<file path="src/rtl/decode_execute_if.sv">
// decode_execute_if: Decode-to-Execute pipeline bundle carrying the incoming
// D-stage fields, the registered E-stage fields, and stall/flush/hold controls.
interface decode_execute_if #(
    parameter int DATA_WIDTH    = 32,
    parameter int ADDRESS_WIDTH = 5,
    parameter int CTRL_WIDTH    = 12,
    parameter int CNT_WIDTH     = 16
);
    logic                     iValidD;
    logic [ADDRESS_WIDTH-1:0] iRs1D;
    logic [ADDRESS_WIDTH-1:0] iRs2D;
    logic [ADDRESS_WIDTH-1:0] iRdD;
    logic [DATA_WIDTH-1:0]    iRegData1D;
    logic [DATA_WIDTH-1:0]    iRegData2D;
    logic [DATA_WIDTH-1:0]    iImmD;
    logic [DATA_WIDTH-1:0]    iPCD;
    logic [DATA_WIDTH-1:0]    iPCPlus4D;
    logic [CTRL_WIDTH-1:0]    iCtrlD;
    logic                     iFlush;
    logic                     iHold;
    logic                     oValidE;
    logic [ADDRESS_WIDTH-1:0] oRs1E;
    logic [ADDRESS_WIDTH-1:0] oRs2E;
    logic [ADDRESS_WIDTH-1:0] oRdE;
    logic [DATA_WIDTH-1:0]    oRegData1E;
    logic [DATA_WIDTH-1:0]    oRegData2E;
    logic [DATA_WIDTH-1:0]    oImmE;
    logic [DATA_WIDTH-1:0]    oPCE;
    logic [DATA_WIDTH-1:0]    oPCPlus4E;
    logic [CTRL_WIDTH-1:0]    oCtrlE;
    logic                     oStallD;
    logic [CNT_WIDTH-1:0]     oBubbleCount;

    modport master (
        output iValidD, iRs1D, iRs2D, iRdD, iRegData1D, iRegData2D, iImmD, iPCD, iPCPlus4D, iCtrlD,
               iFlush, iHold,
        input  oValidE, oRs1E, oRs2E, oRdE, oRegData1E, oRegData2E, oImmE, oPCE, oPCPlus4E, oCtrlE,
               oStallD, oBubbleCount
    );

    modport slave (
        input  iValidD, iRs1D, iRs2D, iRdD, iRegData1D, iRegData2D, iImmD, iPCD, iPCPlus4D, iCtrlD,
               iFlush, iHold,
        output oValidE, oRs1E, oRs2E, oRdE, oRegData1E, oRegData2E, oImmE, oPCE, oPCPlus4E, oCtrlE,
               oStallD, oBubbleCount
    );
endinterface

</file>
<file path="src/rtl/decode_execute_stage.sv">
// decode_execute_stage: D/E pipeline register with load-use hazard detection,
// bubble insertion, flush/hold handling and a saturating bubble counter.
module decode_execute_stage #(
    parameter int DATA_WIDTH    = 32,
    parameter int ADDRESS_WIDTH = 5,
    parameter int CTRL_WIDTH    = 12,
    parameter int CNT_WIDTH     = 16
) (
    input logic               iClk,
    input logic               iRstN,
    decode_execute_if.slave   bus
);
    typedef struct packed {
        logic                     valid;
        logic [ADDRESS_WIDTH-1:0] rs1;
        logic [ADDRESS_WIDTH-1:0] rs2;
        logic [ADDRESS_WIDTH-1:0] rd;
        logic [DATA_WIDTH-1:0]    data1;
        logic [DATA_WIDTH-1:0]    data2;
        logic [DATA_WIDTH-1:0]    imm;
        logic [DATA_WIDTH-1:0]    pc;
        logic [DATA_WIDTH-1:0]    pc_plus4;
        logic [CTRL_WIDTH-1:0]    ctrl;
    } stage_t;

    stage_t               e_q, e_d, d_in;
    logic [CNT_WIDTH-1:0] cnt_q, cnt_d;
    logic                 hazard;
    logic                 count_bubble;

    assign d_in = '{valid: bus.iValidD, rs1: bus.iRs1D, rs2: bus.iRs2D, rd: bus.iRdD,
                    data1: bus.iRegData1D, data2: bus.iRegData2D, imm: bus.iImmD,
                    pc: bus.iPCD, pc_plus4: bus.iPCPlus4D, ctrl: bus.iCtrlD};

    // A bubble in E (valid = 0) never matches, so a load-use stall lasts one cycle.
    assign hazard = e_q.valid & e_q.ctrl[1] & (|e_q.rd) & bus.iValidD &
                    ((e_q.rd == bus.iRs1D) | (e_q.rd == bus.iRs2D));

    assign count_bubble = hazard & ~bus.iFlush & ~bus.iHold;

    always_comb begin
        e_d   = bus.iFlush ? '0 : bus.iHold ? e_q : hazard ? '0 : d_in;
        cnt_d = (count_bubble && cnt_q != '1) ? cnt_q + 1'b1 : cnt_q;
    end

    always_ff @(posedge iClk or negedge iRstN) begin
        if (!iRstN) begin
            e_q   <= '0;
            cnt_q <= '0;
        end else begin
            e_q   <= e_d;
            cnt_q <= cnt_d;
        end
    end

    assign bus.oValidE      = e_q.valid;
    assign bus.oRs1E        = e_q.rs1;
    assign bus.oRs2E        = e_q.rs2;
    assign bus.oRdE         = e_q.rd;
    assign bus.oRegData1E   = e_q.data1;
    assign bus.oRegData2E   = e_q.data2;
    assign bus.oImmE        = e_q.imm;
    assign bus.oPCE         = e_q.pc;
    assign bus.oPCPlus4E    = e_q.pc_plus4;
    assign bus.oCtrlE       = e_q.ctrl;
    assign bus.oStallD      = bus.iHold | (hazard & ~bus.iFlush);
    assign bus.oBubbleCount = cnt_q;
endmodule

</file>
<file path="src/flat_wrapper.sv">
// flat-port wrapper written by rule: the top's interface ports become plain ports
module decode_execute_stage_flat 
#(
    parameter int DATA_WIDTH    = 32,
    parameter int ADDRESS_WIDTH = 5,
    parameter int CTRL_WIDTH    = 12,
    parameter int CNT_WIDTH     = 16
)
  (iClk, iRstN, bus_iValidD, bus_iRs1D, bus_iRs2D, bus_iRdD, bus_iRegData1D, bus_iRegData2D, bus_iImmD, bus_iPCD, bus_iPCPlus4D, bus_iCtrlD, bus_iFlush, bus_iHold, bus_oValidE, bus_oRs1E, bus_oRs2E, bus_oRdE, bus_oRegData1E, bus_oRegData2E, bus_oImmE, bus_oPCE, bus_oPCPlus4E, bus_oCtrlE, bus_oStallD, bus_oBubbleCount);
  decode_execute_if #(.DATA_WIDTH(DATA_WIDTH), .ADDRESS_WIDTH(ADDRESS_WIDTH), .CTRL_WIDTH(CTRL_WIDTH), .CNT_WIDTH(CNT_WIDTH)) bus_i ();
  input logic iClk;
  input logic iRstN;
  input wire logic [$bits(bus_i.iValidD)-1:0] bus_iValidD;
  input wire logic [$bits(bus_i.iRs1D)-1:0] bus_iRs1D;
  input wire logic [$bits(bus_i.iRs2D)-1:0] bus_iRs2D;
  input wire logic [$bits(bus_i.iRdD)-1:0] bus_iRdD;
  input wire logic [$bits(bus_i.iRegData1D)-1:0] bus_iRegData1D;
  input wire logic [$bits(bus_i.iRegData2D)-1:0] bus_iRegData2D;
  input wire logic [$bits(bus_i.iImmD)-1:0] bus_iImmD;
  input wire logic [$bits(bus_i.iPCD)-1:0] bus_iPCD;
  input wire logic [$bits(bus_i.iPCPlus4D)-1:0] bus_iPCPlus4D;
  input wire logic [$bits(bus_i.iCtrlD)-1:0] bus_iCtrlD;
  input wire logic [$bits(bus_i.iFlush)-1:0] bus_iFlush;
  input wire logic [$bits(bus_i.iHold)-1:0] bus_iHold;
  output wire logic [$bits(bus_i.oValidE)-1:0] bus_oValidE;
  output wire logic [$bits(bus_i.oRs1E)-1:0] bus_oRs1E;
  output wire logic [$bits(bus_i.oRs2E)-1:0] bus_oRs2E;
  output wire logic [$bits(bus_i.oRdE)-1:0] bus_oRdE;
  output wire logic [$bits(bus_i.oRegData1E)-1:0] bus_oRegData1E;
  output wire logic [$bits(bus_i.oRegData2E)-1:0] bus_oRegData2E;
  output wire logic [$bits(bus_i.oImmE)-1:0] bus_oImmE;
  output wire logic [$bits(bus_i.oPCE)-1:0] bus_oPCE;
  output wire logic [$bits(bus_i.oPCPlus4E)-1:0] bus_oPCPlus4E;
  output wire logic [$bits(bus_i.oCtrlE)-1:0] bus_oCtrlE;
  output wire logic [$bits(bus_i.oStallD)-1:0] bus_oStallD;
  output wire logic [$bits(bus_i.oBubbleCount)-1:0] bus_oBubbleCount;
  assign bus_i.iValidD = bus_iValidD;
  assign bus_i.iRs1D = bus_iRs1D;
  assign bus_i.iRs2D = bus_iRs2D;
  assign bus_i.iRdD = bus_iRdD;
  assign bus_i.iRegData1D = bus_iRegData1D;
  assign bus_i.iRegData2D = bus_iRegData2D;
  assign bus_i.iImmD = bus_iImmD;
  assign bus_i.iPCD = bus_iPCD;
  assign bus_i.iPCPlus4D = bus_iPCPlus4D;
  assign bus_i.iCtrlD = bus_iCtrlD;
  assign bus_i.iFlush = bus_iFlush;
  assign bus_i.iHold = bus_iHold;
  assign bus_oValidE = bus_i.oValidE;
  assign bus_oRs1E = bus_i.oRs1E;
  assign bus_oRs2E = bus_i.oRs2E;
  assign bus_oRdE = bus_i.oRdE;
  assign bus_oRegData1E = bus_i.oRegData1E;
  assign bus_oRegData2E = bus_i.oRegData2E;
  assign bus_oImmE = bus_i.oImmE;
  assign bus_oPCE = bus_i.oPCE;
  assign bus_oPCPlus4E = bus_i.oPCPlus4E;
  assign bus_oCtrlE = bus_i.oCtrlE;
  assign bus_oStallD = bus_i.oStallD;
  assign bus_oBubbleCount = bus_i.oBubbleCount;
  decode_execute_stage #(.DATA_WIDTH(DATA_WIDTH), .ADDRESS_WIDTH(ADDRESS_WIDTH), .CTRL_WIDTH(CTRL_WIDTH), .CNT_WIDTH(CNT_WIDTH)) u_core (.iClk(iClk), .iRstN(iRstN), .bus(bus_i));
endmodule
</file>
<file path="config.mk">
export PLATFORM = sky130hd
export DESIGN_NAME = decode_execute_stage_flat
export DESIGN_NICKNAME = d
export VERILOG_FILES = /design/src/rtl/decode_execute_if.sv /design/src/rtl/decode_execute_stage.sv /design/src/flat_wrapper.sv
export SDC_FILE = /design/constraint.sdc
export NUM_CORES = 1
export LEC_CHECK = 0
export CORE_AREA = 2 2 157 159
export CTS_CLUSTER_DIAMETER = 200
export CTS_CLUSTER_SIZE = 25
export DETAILED_ROUTE_END_ITERATION = 16
export DIE_AREA = 0 0 159 161
export HOLD_SLACK_MARGIN = 0.08
export PLACE_DENSITY_LB_ADDON = 0.12
export SLEW_MARGIN = 30
export SYNTH_ARGS = -nofsm -noshare
export SYNTH_HDL_FRONTEND = slang
export SYNTH_SLANG_ARGS = --single-unit
</file>
<file path="constraint.sdc">
create_clock -name iClk -period 1.9 [get_ports iClk]
set_clock_uncertainty 0.05 [all_clocks]
set_input_delay 0.38 -clock iClk [delete_from_list [all_inputs] [get_ports iClk]]
set_output_delay 0.38 -clock iClk [all_outputs]
set_load 0.02 [all_outputs]
</file>
==> impl_metrics.yaml <==
run_status:
  status: "finished with violations"
  violations: "negative setup slack"
routing:
  drt-initial-drc-count: 501
  final_antenna_net_count: 0
  wl_um: 34400
  vias: 8706
  drtPass1Iterations: 5
  route.detailed.drc: 0
  viasPerCell: 5.12
  wire_per_inst_um: 20.3
sta:
  fmaxAchievable_ghz: 0.404
  period_needed_ns: 2.47
  tightest_slew_ns: 0.922
  grt_setup_unrepaired: "true"
  setup_viol: 205
  hold_violations: 0
  drv_slew: 0
  maxSlewHeadroom_pct: 38.5
  fin_setup_tns_ns: -88.33
  worst_slack_ns: -0.573
  timing.final.crit_share_pct: 130
flow_run:
  maxCapViolCount: 0
yosys:
  syn_inst: 925
  syn_nets: 1118
  yosysWarnings: 0
  ys_ff_latch: 204
  synth.distinct_cells: 33
  synth_seq_area_share_pct: 55.6
  syn_avg_cell_area_um2: 9.93
  syn_area_mm2: 0.00918
placed_design:
  hpwl_um: 20900
  gp_congestion: 0.808
  placed_area_mm2: 0.0141
  numPortBuffers: 396
global_route:
  grt_max_degree: 190
  antenna_found_initial: 2
  grt_first_pass_wirelength_um: 53300
  track_usage_pct: 26.1
  grt_overflow: 0
  grt_pass1_vias: 8924
cts:
  max-clock-path-buffers: 3
  cts_tree: "done"
  htree_levels: 1
  clk_latency_ns: 0.47
  path_clk_slew_ns: 0.11
  numCtsBuffers: 12
  cts_root_buf: "clkbuf_16"
  cts.sinks: 204
min_path:
  min_path_type: "primary input to flop"
  hp-start: "bus_iFlush"
setup_path:
  max_stage_delay_ns: 0.55
  startpoint_type: "flop"
  crit_fanout: 2
  r2r-start: "u_core.bus.oRdE[2]"
  crit_type: "flop to output port"
  crit_required_ns: 1.47
  cp_slowest_cell: "or4_4"
  crit_arrival_ns: 2.04
  startpoint: "u_core.bus.oRdE[2]"
  endpoint_kind: "output port"
  crit_chain: "or4_4 -> o2111ai_4 -> or2_4 -> o21ai_4 -> buf_6"
floorplanning:
  boundaryPins: 397
  die_area_mm2: 0.0256
  coreArea_mm2: 0.0240
  placementRows: 57
  start_util_pct: 38.3
  die_y_um: 161
  die_w_um: 159
power:
  vdd_drop_max_v: 0.000862
  pwr_density_cell_mw_per_mm2: 583
  p_leak_nw: 7.43
finish:
  fin_util_pct: 67.7
  area_growth_pct: 76.7
  finalNetCount: 1564
  num-fill-cells: 1877
  drive_above_1_share_pct: 34.8
  design_area_mm2: 0.0162
-- per-stage QoR --
step	setup slack [ns]	power, W	hold WS [ns]	instances
final	-0.573	0.00947	0.344	1699
after global routing	-0.667	0.00990	0.341	1698
after CTS	-0.594	0.00952	0.338	1692
after detailed placement	-0.526	0.00672	0.295	1625
after global placement	-0.552	0.00671	0.304	1625
after floorplan	-0.283	0.00555	0.0344	925
-- cells in the mapped netlist --
cell type | count | share of area, %
a21oi_1 | 139 | 7.6
a21oi_2 | 49 | 4.7
a22oi_1 | 1 | 0.082
and3_1 | 1 | 0.068
and4_1 | 1 | 0.095
buf_1 | 1 | 0.041
buf_12 | 5 | 1.1
buf_2 | 19 | 1.0
buf_4 | 2 | 0.16
buf_6 | 9 | 1.1
buf_8 | 6 | 0.98
clkbuf_1 | 43 | 1.8
dfrtp_1 | 204 | 56
ha_1 | 1 | 0.14
inv_1 | 1 | 0.041
inv_2 | 1 | 0.041
mux2_2 | 1 | 0.12
nand2_1 | 194 | 7.9
nand3_1 | 144 | 7.8
nand3_2 | 50 | 5.4
nand4_1 | 8 | 0.54
nor2_1 | 7 | 0.29
nor3_1 | 4 | 0.22
nor4_1 | 1 | 0.068
nor4_2 | 1 | 0.14
o2111ai_1 | 1 | 0.095
o21ai_0 | 1 | 0.054
o41ai_1 | 1 | 0.095
or2_1 | 1 | 0.068
or3_1 | 1 | 0.068
or4_1 | 2 | 0.16
xnor2_1 | 9 | 0.86
xor2_1 | 16 | 1.5
-- layout make-up --
| type | count | area, um^2 | area share (%) |
|---|---|---|---|
| repair buffers | 517 | 5660 | 34.9 |
| diodes | 2 | 5.00 | 0.0308 |
| clock inverters | 1 | 30.0 | 0.185 |
| flip-flops and latches | 204 | 5110 | 31.5 |
| clock buffers | 15 | 333 | 2.05 |
| multi-input cells | 634 | 4670 | 28.8 |
| inverters | 2 | 15.0 | 0.0925 |
| well taps | 324 | 405 | 2.50 |
-- final timing paths --
check / endpoint / slack [ns] / cells after the start
max in group asynchronous: u_core.bus.oImmE[10] / 0.75 / 3
min: u_core.bus.oRs2E[4] / 0.34 / 3
min in group asynchronous: u_core.bus.oPCE[27] / 0.37 / 2
max: bus_oStallD / -0.57 / 5
max reg2reg: u_core.bus.oImmE[19] / -0.57 / 11
min reg2reg: u_core.bus.oCtrlE[5] / 0.48 / 2
-- sequential cells by signal, summed over array words and instances (netlist names) --
register,cells
u_core.bus.oRs1E,5
u_core.bus.oBubbleCount,16
u_core.bus.oRegData1E,32
u_core.bus.oImmE,32
u_core.bus.oCtrlE,12
u_core.bus.oRegData2E,32
u_core.bus.oPCPlus4E,32
u_core.bus.oPCE,32
u_core.bus.oRdE,5
u_core.bus.oValidE,1
u_core.bus.oRs2E,5
-- metal layers --
| layer | global-route usage (%) | wire (um) |
|---|---|---|
| met2 | 43.6 | 16800 |
| met1 | 33.1 | 13900 |
| met3 | 7.68 | 2550 |
| met5 | 0 | 13 |
| met4 | 7.64 | 1110 |
-- critical path, delay by kind of cell (launching register included) --
kind	cells	cell delay, ns
and+or+nand+nor	2	0.73
buffers and inverters	1	0.15
AOI/OAI and AO/OA	2	0.26
DFF	1	0.42
-- power by group --
group	leakage, nW	switching (W)	internal [W]
registers	2.72	0.000113	0.00455
clock network	0.174	0.00153	0.00128
logic	4.54	0.00108	0.000916
-- repair_timing --
action,CTS,global route
pin swaps,113,28
endpoints found under the setup margin,361,248
setup buffers,28,8
hold buffers,1,0
resized for setup,297,84
endpoints found under the hold margin,34,0
gates cloned,22,1
-- cell families after synthesis --
family	after synthesis	synth area share, %
simple gates	415	22.9
fa+ha+maj	1	0.136
compound gates	192	12.6
buf+inv	87	6.25
mux	1	0.123
flops	204	55.6
xor+xnor	25	2.38
-- cell usage in the layout, fill, tap and decap left out, types with 23 or more instances in the layout --
cell type        count
buf_4               48
dfrtp_1            199
a21oi_2            147
nand3_1             23
a21oi_1             41
nand2_1            193
buf_12              32
nand3_2            161
clkdlybuf4s50_1    235
dlygate4sd2_1      156
Note: power is estimated with default switching activity, not from simulation.
